[config.mk]
export PLATFORM = sky130hd
export DESIGN_NAME = uart_core_param
export DESIGN_NICKNAME = d
export VERILOG_FILES = /design/src/rtl/uart_pkg.sv /design/src/rtl/uart_sync_fifo.sv /design/src/rtl/uart_core_param.sv
export SDC_FILE = /design/constraint.sdc
export NUM_CORES = 1
export LEC_CHECK = 0
export CORE_UTILIZATION = 40
export DETAILED_ROUTE_END_ITERATION = 8
export GPL_TIMING_DRIVEN = 0
export HOLD_SLACK_MARGIN = 0.1
export PLACE_DENSITY = 0.68
export SYNTH_ARGS = -nofsm -noshare
export SYNTH_HDL_FRONTEND = slang
export SYNTH_SLANG_ARGS = --single-unit
[constraint.sdc]
create_clock -name clk -period 4.4 [get_ports clk]
set_input_delay 0.66 -clock clk [delete_from_list [all_inputs] [get_ports clk]]
set_output_delay 0.66 -clock clk [all_outputs]
set_load 0.02 [all_outputs]
[src/rtl/uart_pkg.sv]
// rtl/uart_pkg.sv - shared constants, state encodings and parity helper for the UART core
// Purpose: parity mode constants, TX/RX FSM encodings and a parity function
//          used by uart_core_param.
// Ports  : none (package).
package uart_pkg;

  localparam int PAR_NONE      = 0;
  localparam int PAR_ODD       = 1;
  localparam int PAR_EVEN      = 2;
  localparam int MAX_DATA_BITS = 9;

  typedef enum logic [2:0] {
    TX_IDLE,
    TX_START,
    TX_DATA,
    TX_PARITY,
    TX_STOP
  } tx_state_t;

  typedef enum logic [2:0] {
    RX_IDLE,
    RX_START,
    RX_DATA,
    RX_PARITY,
    RX_STOP,
    RX_WAIT_HIGH
  } rx_state_t;

  // Parity bit that accompanies the low nbits of word: odd = ~^data, even = ^data.
  function automatic logic parity_bit(input logic [MAX_DATA_BITS-1:0] word,
                                      input int nbits, input int mode);
    logic x;
    x = 1'b0;
    for (int i = 0; i < MAX_DATA_BITS; i++) begin
      if (i < nbits) x = x ^ word[i];
    end
    return (mode == PAR_ODD) ? ~x : x;
  endfunction

endpackage

[src/rtl/uart_sync_fifo.sv]
// rtl/uart_sync_fifo.sv - small synchronous FIFO with extra-MSB pointers
// Purpose: TX word queue in front of the UART transmitter.
// Ports  : clk, rst (sync, active-high); i_push/i_data write side;
//          i_pop/o_data read side (o_data shows the head word);
//          o_full, o_empty status derived from pointer compare.
module uart_sync_fifo #(
  parameter int WIDTH = 8,
  parameter int DEPTH = 4
) (
  input  logic             clk,
  input  logic             rst,
  input  logic             i_push,
  input  logic [WIDTH-1:0] i_data,
  input  logic             i_pop,
  output logic [WIDTH-1:0] o_data,
  output logic             o_full,
  output logic             o_empty
);

  localparam int AW = $clog2(DEPTH);

  logic [WIDTH-1:0] r_mem [DEPTH];
  logic [AW:0]      r_wr_ptr;
  logic [AW:0]      r_rd_ptr;

  // Same index with differing wrap bit means the write side lapped the read side.
  assign o_full  = (r_wr_ptr[AW] != r_rd_ptr[AW]) &&
                   (r_wr_ptr[AW-1:0] == r_rd_ptr[AW-1:0]);
  assign o_empty = (r_wr_ptr == r_rd_ptr);
  assign o_data  = r_mem[r_rd_ptr[AW-1:0]];

  always_ff @(posedge clk) begin
    if (rst) begin
      r_wr_ptr <= '0;
      r_rd_ptr <= '0;
    end else begin
      if (i_push && !o_full) begin
        r_mem[r_wr_ptr[AW-1:0]] <= i_data;
        r_wr_ptr                <= r_wr_ptr + (AW+1)'(1);
      end
      if (i_pop && !o_empty) begin
        r_rd_ptr <= r_rd_ptr + (AW+1)'(1);
      end
    end
  end

endmodule

[src/rtl/uart_core_param.sv]
// rtl/uart_core_param.sv - parametrised full-duplex UART with TX FIFO and loopback
// Purpose: serialises FIFO words onto tx_pin and deserialises rx_pin frames
//          with parity/stop checking and glitch-rejecting start detection.
// Ports  : clk, rst (sync, active-high); rx_pin/tx_pin serial lines;
//          tx_data/tx_valid/tx_ready/tx_busy transmit side;
//          rx_data/rx_valid/rx_parity_err/rx_frame_err receive side;
//          loopback selects internal TX->RX routing.
module uart_core_param
  import uart_pkg::*;
#(
  parameter int CLKS_PER_BIT  = 434,
  parameter int DATA_BITS     = 8,
  parameter int PARITY        = 0,
  parameter int STOP_BITS     = 1,
  parameter int TX_FIFO_DEPTH = 4
) (
  input  logic                 clk,
  input  logic                 rst,
  input  logic                 rx_pin,
  output logic                 tx_pin,
  input  logic [DATA_BITS-1:0] tx_data,
  input  logic                 tx_valid,
  output logic                 tx_ready,
  output logic                 tx_busy,
  output logic [DATA_BITS-1:0] rx_data,
  output logic                 rx_valid,
  output logic                 rx_parity_err,
  output logic                 rx_frame_err,
  input  logic                 loopback
);

  localparam int CW = $clog2(CLKS_PER_BIT);
  localparam int BW = $clog2(DATA_BITS + 1);
  localparam logic [CW-1:0] BAUD_LAST = CW'(CLKS_PER_BIT - 1);
  localparam logic [CW-1:0] BAUD_HALF = CW'(CLKS_PER_BIT / 2 - 1);
  localparam logic [BW-1:0] DATA_LAST = BW'(DATA_BITS - 1);
  localparam logic [BW-1:0] STOP_LAST = BW'(STOP_BITS - 1);

  logic                     w_fifo_full;
  logic                     w_fifo_empty;
  logic                     w_fifo_pop;
  logic [DATA_BITS-1:0]     w_fifo_data;
  logic [MAX_DATA_BITS-1:0] w_fifo_ext;
  logic [MAX_DATA_BITS-1:0] w_rx_ext;
  logic                     w_rx_src;

  tx_state_t            r_tx_state;
  logic [CW-1:0]        r_tx_baud;
  logic [BW-1:0]        r_tx_bits;
  logic [DATA_BITS-1:0] r_tx_shift;
  logic                 r_tx_par;
  logic                 r_tx_line;

  rx_state_t            r_rx_state;
  logic [CW-1:0]        r_rx_baud;
  logic [BW-1:0]        r_rx_bits;
  logic [DATA_BITS-1:0] r_rx_shift;
  logic                 r_rx_par_bit;
  logic [DATA_BITS-1:0] r_rx_data;
  logic                 r_rx_perr;
  logic                 r_rx_ferr;
  logic                 r_rx_done;
  logic                 r_rx_valid;

  logic r_loopback;
  logic r_sync1;
  logic r_sync2;

  assign w_fifo_pop = (r_tx_state == TX_IDLE) && !w_fifo_empty;
  assign w_fifo_ext = MAX_DATA_BITS'(w_fifo_data);
  assign w_rx_ext   = MAX_DATA_BITS'(r_rx_shift);

  uart_sync_fifo #(
    .WIDTH (DATA_BITS),
    .DEPTH (TX_FIFO_DEPTH)
  ) u_tx_fifo (
    .clk     (clk),
    .rst     (rst),
    .i_push  (tx_valid),
    .i_data  (tx_data),
    .i_pop   (w_fifo_pop),
    .o_data  (w_fifo_data),
    .o_full  (w_fifo_full),
    .o_empty (w_fifo_empty)
  );

  assign tx_ready      = !w_fifo_full;
  assign tx_busy       = (r_tx_state != TX_IDLE) || !w_fifo_empty;
  assign tx_pin        = r_loopback ? 1'b1 : r_tx_line;
  assign rx_data       = r_rx_data;
  assign rx_valid      = r_rx_valid;
  assign rx_parity_err = r_rx_perr;
  assign rx_frame_err  = r_rx_ferr;

  // Transmitter: the IDLE cycle that pops is the only gap between frames.
  always_ff @(posedge clk) begin
    if (rst) begin
      r_tx_state <= TX_IDLE;
      r_tx_baud  <= '0;
      r_tx_bits  <= '0;
      r_tx_shift <= '0;
      r_tx_par   <= 1'b0;
      r_tx_line  <= 1'b1;
    end else begin
      case (r_tx_state)
        TX_IDLE: begin
          if (!w_fifo_empty) begin
            r_tx_shift <= w_fifo_data;
            r_tx_par   <= parity_bit(w_fifo_ext, DATA_BITS, PARITY);
            r_tx_line  <= 1'b0;
            r_tx_baud  <= '0;
            r_tx_state <= TX_START;
          end
        end
        TX_START: begin
          if (r_tx_baud == BAUD_LAST) begin
            r_tx_baud  <= '0;
            r_tx_bits  <= '0;
            r_tx_line  <= r_tx_shift[0];
            r_tx_state <= TX_DATA;
          end else begin
            r_tx_baud <= r_tx_baud + CW'(1);
          end
        end
        TX_DATA: begin
          if (r_tx_baud == BAUD_LAST) begin
            r_tx_baud <= '0;
            if (r_tx_bits == DATA_LAST) begin
              r_tx_bits <= '0;
              if (PARITY != PAR_NONE) begin
                r_tx_line  <= r_tx_par;
                r_tx_state <= TX_PARITY;
              end else begin
                r_tx_line  <= 1'b1;
                r_tx_state <= TX_STOP;
              end
            end else begin
              r_tx_bits  <= r_tx_bits + BW'(1);
              r_tx_shift <= r_tx_shift >> 1;
              r_tx_line  <= r_tx_shift[1];
            end
          end else begin
            r_tx_baud <= r_tx_baud + CW'(1);
          end
        end
        TX_PARITY: begin
          if (r_tx_baud == BAUD_LAST) begin
            r_tx_baud  <= '0;
            r_tx_line  <= 1'b1;
            r_tx_state <= TX_STOP;
          end else begin
            r_tx_baud <= r_tx_baud + CW'(1);
          end
        end
        TX_STOP: begin
          // Bit counter is reused to count stop-bit periods.
          if (r_tx_baud == BAUD_LAST) begin
            r_tx_baud <= '0;
            if (r_tx_bits == STOP_LAST) begin
              r_tx_bits  <= '0;
              r_tx_state <= TX_IDLE;
            end else begin
              r_tx_bits <= r_tx_bits + BW'(1);
            end
          end else begin
            r_tx_baud <= r_tx_baud + CW'(1);
          end
        end
        default: r_tx_state <= TX_IDLE;
      endcase
    end
  end

  // Loopback only changes while both directions are idle; RX source is synchronised.
  assign w_rx_src = r_loopback ? r_tx_line : rx_pin;

  always_ff @(posedge clk) begin
    if (rst) begin
      r_loopback <= 1'b0;
      r_sync1    <= 1'b1;
      r_sync2    <= 1'b1;
    end else begin
      r_sync1 <= w_rx_src;
      r_sync2 <= r_sync1;
      if ((r_tx_state == TX_IDLE) && (r_rx_state == RX_IDLE)) begin
        r_loopback <= loopback;
      end
    end
  end

  // Receiver: all samples are spaced a whole bit from the mid-start point.
  always_ff @(posedge clk) begin
    if (rst) begin
      r_rx_state   <= RX_IDLE;
      r_rx_baud    <= '0;
      r_rx_bits    <= '0;
      r_rx_shift   <= '0;
      r_rx_par_bit <= 1'b0;
      r_rx_data    <= '0;
      r_rx_perr    <= 1'b0;
      r_rx_ferr    <= 1'b0;
      r_rx_done    <= 1'b0;
      r_rx_valid   <= 1'b0;
    end else begin
      r_rx_valid <= r_rx_done;
      r_rx_done  <= 1'b0;
      case (r_rx_state)
        RX_IDLE: begin
          if (!r_sync2) begin
            r_rx_baud  <= '0;
            r_rx_state <= RX_START;
          end
        end
        RX_START: begin
          if (r_rx_baud == BAUD_HALF) begin
            r_rx_baud  <= '0;
            r_rx_bits  <= '0;
            r_rx_state <= r_sync2 ? RX_IDLE : RX_DATA;
          end else begin
            r_rx_baud <= r_rx_baud + CW'(1);
          end
        end
        RX_DATA: begin
          if (r_rx_baud == BAUD_LAST) begin
            r_rx_baud  <= '0;
            r_rx_shift <= {r_sync2, r_rx_shift[DATA_BITS-1:1]};
            if (r_rx_bits == DATA_LAST) begin
              r_rx_bits  <= '0;
              r_rx_state <= (PARITY != PAR_NONE) ? RX_PARITY : RX_STOP;
            end else begin
              r_rx_bits <= r_rx_bits + BW'(1);
            end
          end else begin
            r_rx_baud <= r_rx_baud + CW'(1);
          end
        end
        RX_PARITY: begin
          if (r_rx_baud == BAUD_LAST) begin
            r_rx_baud    <= '0;
            r_rx_par_bit <= r_sync2;
            r_rx_state   <= RX_STOP;
          end else begin
            r_rx_baud <= r_rx_baud + CW'(1);
          end
        end
        RX_STOP: begin
          if (r_rx_baud == BAUD_LAST) begin
            r_rx_baud  <= '0;
            r_rx_data  <= r_rx_shift;
            r_rx_perr  <= (PARITY != PAR_NONE) &&
                          (r_rx_par_bit != parity_bit(w_rx_ext, DATA_BITS, PARITY));
            r_rx_ferr  <= !r_sync2;
            r_rx_done  <= 1'b1;
            // A low stop (frame error or break) must return high before re-arming.
            r_rx_state <= r_sync2 ? RX_IDLE : RX_WAIT_HIGH;
          end else begin
            r_rx_baud <= r_rx_baud + CW'(1);
          end
        end
        RX_WAIT_HIGH: begin
          if (r_sync2) r_rx_state <= RX_IDLE;
        end
        default: r_rx_state <= RX_IDLE;
      endcase
    end
  end

endmodule

# Word level (Yosys, flattened, before mapping)
# Memory sizes are Yosys's and may differ from the RTL's. A register that Yosys moved wholly into a read port is not among the register bits.
# Index checks and enable logic that the tools add are counted.
[totals]
regBits = 69
input_bits = 13
output_inout_bits = 14
ram_bits = 32
memories = 1
[mem_list]
columns = ["memory", "depth", "width", "read_ports", "rd_ports_with_merged_regs", "write_ports", "line", "text"]
rows = [
  ["u_tx_fifo.r_mem", 4, 8, 1, 1, 1, "uart_sync_fifo.sv:22", "logic [WIDTH-1:0] r_mem [DEPTH];"],
]
[classes]
muxes = 53
addsub = 6
n_reduce_logical = 32
n_bitwise = 1
n_eq_ne = 32
[op_table]
columns = ["op", "count"]
rows = [
  ["2-to-1 mux 3 bit", 15],
  ["2-to-1 mux 9 bit", 5],
  ["2-to-1 mux 4 bit", 8],
  ["!= test 2 bit, second input constant", 15],
  ["one-hot mux 9 bit (3 select lines)", 1],
  ["2-to-1 mux 8 bit", 3],
  ["adder 9 x 1 -> 9 bit, second input constant", 2],
  ["== test 9 bit, second input constant", 2],
  ["one-hot mux 3 bit (6 select lines)", 1],
  ["one-hot mux 9 bit (2 select lines)", 1],
  ["one-hot mux 8 bit (2 select lines)", 1],
  ["one-hot mux 3 bit (5 select lines)", 1],
  ["AND reduction 7 bit", 2],
  ["== test 3 x 2 -> 1 bit, second input constant", 4],
  ["one-hot mux 4 bit (3 select lines)", 1],
  ["2-to-1 mux 1 bit", 11],
  ["== test 3 bit, second input constant", 3],
  ["== test 9 x 8 -> 1 bit, second input constant", 1],
  ["nonzero test 3 bit", 3],
  ["adder 4 x 1 -> 4 bit, second input constant", 2],
  ["== test 4 x 3 -> 1 bit, second input constant", 2],
  ["one-hot mux 4 bit (2 select lines)", 1],
  ["AND reduction 2 bit", 4],
  ["AND reduction 4 bit", 2],
  ["20 further kinds", 33],
]

# Logic depth before layout (Yosys ltp)
[logic_depth]
word_depth = 7
depth_mapped = 8
depth_no_buf = 7

# Hierarchy
# A second synthesis with hierarchy kept.
[unflattened]
cells_unflattened = 472
hier_area_um2 = 4963.5
[by_module_without_submodules]
columns = ["module", "cells_each", "area_each_um2", "instances"]
rows = [
  ["uart_core_param", 360, 3206.8, 1],
  ["uart_sync_fifo", 112, 1756.7, 1],
]

# Worst setup path after synthesis
# No wires, ideal clock.
[synth_timing]
kind = "register to register"
start = "register r_rx_baud[0]"
end = "register r_rx_bits[3]"
period_less_slack_ns = 1.895
path_slack_ns = 2.505
arrival_time_ns = 1.825
stages_incl_launch_ff = 7
path_cell_list = "dfxtp_1 > ha_1 > nand4bb_4 > nor4b_1 > o21ai_0 > or4_1 > a21oi_1"
[synth_between]
elab_chain_cells = 3
[synth_lines]
columns = ["item", "line", "text"]
rows = [
  ["from (decl)", "uart_core_param.sv:55", "logic [CW-1:0] r_rx_baud;"],
  ["from (signal assigned)", "uart_core_param.sv:220", "r_rx_baud <= r_rx_baud + CW'(1);"],
  ["from (signal assigned)", "uart_core_param.sv:234", "r_rx_baud <= r_rx_baud + CW'(1);"],
  ["from (signal assigned)", "uart_core_param.sv:243", "r_rx_baud <= r_rx_baud + CW'(1);"],
  ["== test 9 bit / == test 9 x 8 -> 1 bit (equally long branches)", "uart_core_param.sv:224, uart_core_param.sv:215", ""],
  ["!= test 2 bit (no source line)", "n/a", ""],
  ["AND reduction 3 bit (no source line) *", "n/a", ""],
  ["to (signal assigned)", "uart_core_param.sv:231", "r_rx_bits <= r_rx_bits + BW'(1);"],
  ["to (decl)", "uart_core_param.sv:56", "logic [BW-1:0] r_rx_bits;"],
]
# Mark *: on every way between the ends. The rest lies on a longest branch, timed or not.
# A chain may end at the register's enable or synchronous reset.

# Worst setup path after layout
[layout_timing]
start = "register u_tx_fifo.r_wr_ptr[1]"
end = "output tx_busy"
[layout_between]
elab_chain_cells = 3
[layout_lines]
columns = ["item", "line", "text"]
rows = [
  ["from (decl)", "uart_sync_fifo.sv:23", "logic [AW:0] r_wr_ptr;"],
  ["from (signal assigned)", "uart_sync_fifo.sv:39", "r_wr_ptr <= r_wr_ptr + (AW+1)'(1);"],
  ["== test 3 bit", "uart_sync_fifo.sv:29", "assign o_empty = (r_wr_ptr == r_rd_ptr);"],
  ["zero test 1 bit", "uart_core_param.sv:88", "assign tx_busy = (r_tx_state != TX_IDLE) || !w_fifo_empty;"],
  ["logical OR 1 bit", "uart_core_param.sv:88", ""],
  ["to (decl)", "uart_core_param.sv:24", "output logic tx_busy,"],
]
# Every way passes these cells.

==> qor.csv <==
metric,value,unit
status,"finished, violations left",
failing checks,DRC,
critical setup path kind,reg2out,
Syn Area/Cell,10.3,sq um
Crit-path slowest cell,clkdlybuf4s50_1,
Pleak,0.00208,uW
RSZ-0062 raised after global routing,no,
R2R Path End,r_rx_bits[3],
Adder-Cell Fraction of Synth Area,0.0342,
synthesized flop and latch total,103,
"Hold Vio Cnt, Final",0,
Routability Congestion,0.808,
Filler Cells Inserted,1057,
share of cells above drive strength 1,0.112,
CP endpoint,tx_busy,
DR vias/cell,5.37,
Critical Path Sink Type,primary output,
Synth Warn #,0,
clk_skew,0.00854,ns
1st-pass router iterations,7,
"Design Area, Final",0.00549,sq mm
simple-gate share of the synthesized area,0.202,
Total Wirelength,9710,um
"Slew Viols, Final",0,
CP startpoint,u_tx_fifo.r_wr_ptr[1],
largest family of logic cells by synthesized area,simple AND/OR/NAND/NOR gates,
crit-path leading delay family,simple AND/OR/NAND/NOR gates,
Stages on worst setup path,4,
Final nets,522,
largest net degree at the start of global routing,20,
mux contribution to synthesized area,0.118,
largest fanout on the critical path,5,
GRT Resource Usage Total,0.166,
Port Buffer Count,24,
top cell type's share of synthesized area,0.299,
CP required,3.74,ns
post-route setup TNS,0,ns
syn nets,487,
Slew headroom,0.479,
die area,0.0123,sq mm
grt ovf,0,
Pwr per Cell Area,468,mW/mm^2
TritonCTS buffer count,9,
die span in y,111,um
first-pass GRT wire length,16200,um
1st-iter DRT viols,199,
Achievable Freq,0.360,GHz
clock slew at reported path FFs,0.07,ns
Synth async-reset ratio,0,
WL/cell,15.1,um
Register-to-Register Path Depth,7,
"EDFF count, synth",32,
Root Driver,clkbuf_16,
Storage cell area,0.00238,sq mm
Yosys cell types,59,
area of the multi-input gates,0.00222,sq mm
Mapped Cells,461,
Routed Antenna Nets,0,
WP buf/inv,1,
Pwr Total,2570,uW
VDD IR max,0.308,mV
r2r startpoint,r_rx_baud[0],
Die Wd,111,um
clock sinks,103,
"Clk Latency, worst-skew pair",0.35,ns
n_diodes,0,
Worst path max stage delay,0.55,ns
Placed Area,0.00518,sq mm
Reg2Reg Setup Slack,2.15,ns
"most common cell after layout, fill and taps aside",nor2_1,
htree depth,3,
I/O pin total,27,
Setup crit start kind,flop,
Syn Std Cell Area,0.00476,sq mm
"Setup violations, final",0,
"area leader, netlist",dfxtp_1,
Least-Margin Pin Slew,0.773,ns
post-DP HPWL,6650,um
area grow syn2layout,15.3,%
antenna violations before repair,0,
Core Region,0.0115,sq mm
most frequent cells in the layout,"nor2_1 (74), dfxtp_1 (71), edfxtp_1 (32)",
post-cts repair resize count,0,
CTS Hold Bufs,0,
CTS Buffer Depth,2,
row count,39,
Synth Flop Type,dfxtp_1,
minimum clock period after layout,2.78,ns
TritonCTS clock tree,built,
DR vias,3459,
maxcap violations,0,
Post-CTS Setup Bufs,0,
CP arrival,2.12,ns
"top cells by area, synth","dfxtp_1 (30%), edfxtp_1 (20%), mux2i_1 (6.1%)",
Synth Area in Compound Gates,0.0967,
Hold WC Path Type,reg2reg,
sequential fraction of the synthesis area,0.501,
drc violations,2,
vias in the first global route,3382,
XOR/XNOR share of the synthesized area,0.0147,
crit-path cells,xnor2_1 > nand3_1 > or2_2 > clkdlybuf4s50_1,
final worst-path cycle share,0.632,
Starting Density,0.413,
==> synth_stat cells, types with 3 or more instances <==
cell type and instances:
dfxtp_1 71, a311oi_1 5, nand2_1 30, nor2_1 74, and2_1 4, o21ai_0 13
or4_1 3, clkbuf_1 16, nor3_1 9, nand3b_1 11, or3_1 3, inv_1 15
mux2i_1 29, edfxtp_1 32, nand4_1 3, a21oi_1 23, nand3_1 19, a31oi_1 9
mux2_2 7, xnor2_1 6, nor3b_1 4, or2_2 5, mux4_2 8, ha_1 13
and3_1 4, buf_2 4
==> sequential cells by signal, summed over array words and instances (netlist names), 3 cells and up, named ones only <==
register,cells
r_rx_shift,8
r_rx_state,3
u_tx_fifo.r_rd_ptr,3
r_rx_baud,9
r_tx_state,3
r_tx_shift,8
r_tx_bits,4
u_tx_fifo.r_wr_ptr,3
r_rx_bits,4
rx_data,8
r_tx_baud,9
u_tx_fifo.r_mem,32
==> through the flow <==
step	utilization	hold slack (ns)	setup WS (ns)	std cells
after floorplan	-	0.389	2.50	461
after global placement	0.450	0.400	2.02	628
after CTS	0.477	0.439	1.62	644
final	0.477	0.440	1.62	644
after global routing	0.477	0.440	1.50	644
after detailed placement	0.450	0.410	2.00	628
==> layout make-up <==
cell class / instances / area share
inverters: 15 / 0.0103
repair buffers: 24 / 0.0438
clock inverters: 7 / 0.0155
multi-input cells: 320 / 0.404
well taps: 143 / 0.0326
plain buffers: 23 / 0.0187
flip-flops and latches: 103 / 0.434
clock buffers: 9 / 0.0410
==> metal layers <==
layer	routed length, um	vias up	GRT usage
li1	-	1723	-
met1	4490	1657	0.208
met2	4750	73	0.277
met3	374	6	0.0437
met4	93	0	0.0568
met5	0	-	0
==> cell families after synthesis <==
kind of cell | Yosys count
adders and majority gates | 13
and+or+nand+nor | 188
buffers and inverters | 38
other | 1
DFF | 103
AOI/OAI and AO/OA | 65
xor gates and xnor gates | 8
muxes | 45
==> how the worst min path moves through the flow <==
stage,to,from,slack (ns),cells after the start
after floorplan,r_sync2,r_sync1,0.39,1
after global routing,r_sync2,r_sync1,0.44,1
after detailed placement,r_sync2,r_sync1,0.41,1
after global placement,r_sync2,r_sync1,0.40,1
after CTS,r_sync2,r_sync1,0.44,1
final,r_sync2,r_sync1,0.44,1
==> where the power goes <==
part           switching, uW  internal, uW  total (uW)  leakage (uW)
sequential              52.0          1060        1110      0.000866
clock                    376           453         829      0.000153
combinational            349           284         632       0.00106
No activity file was read; power rests on OpenSTA's default activity.
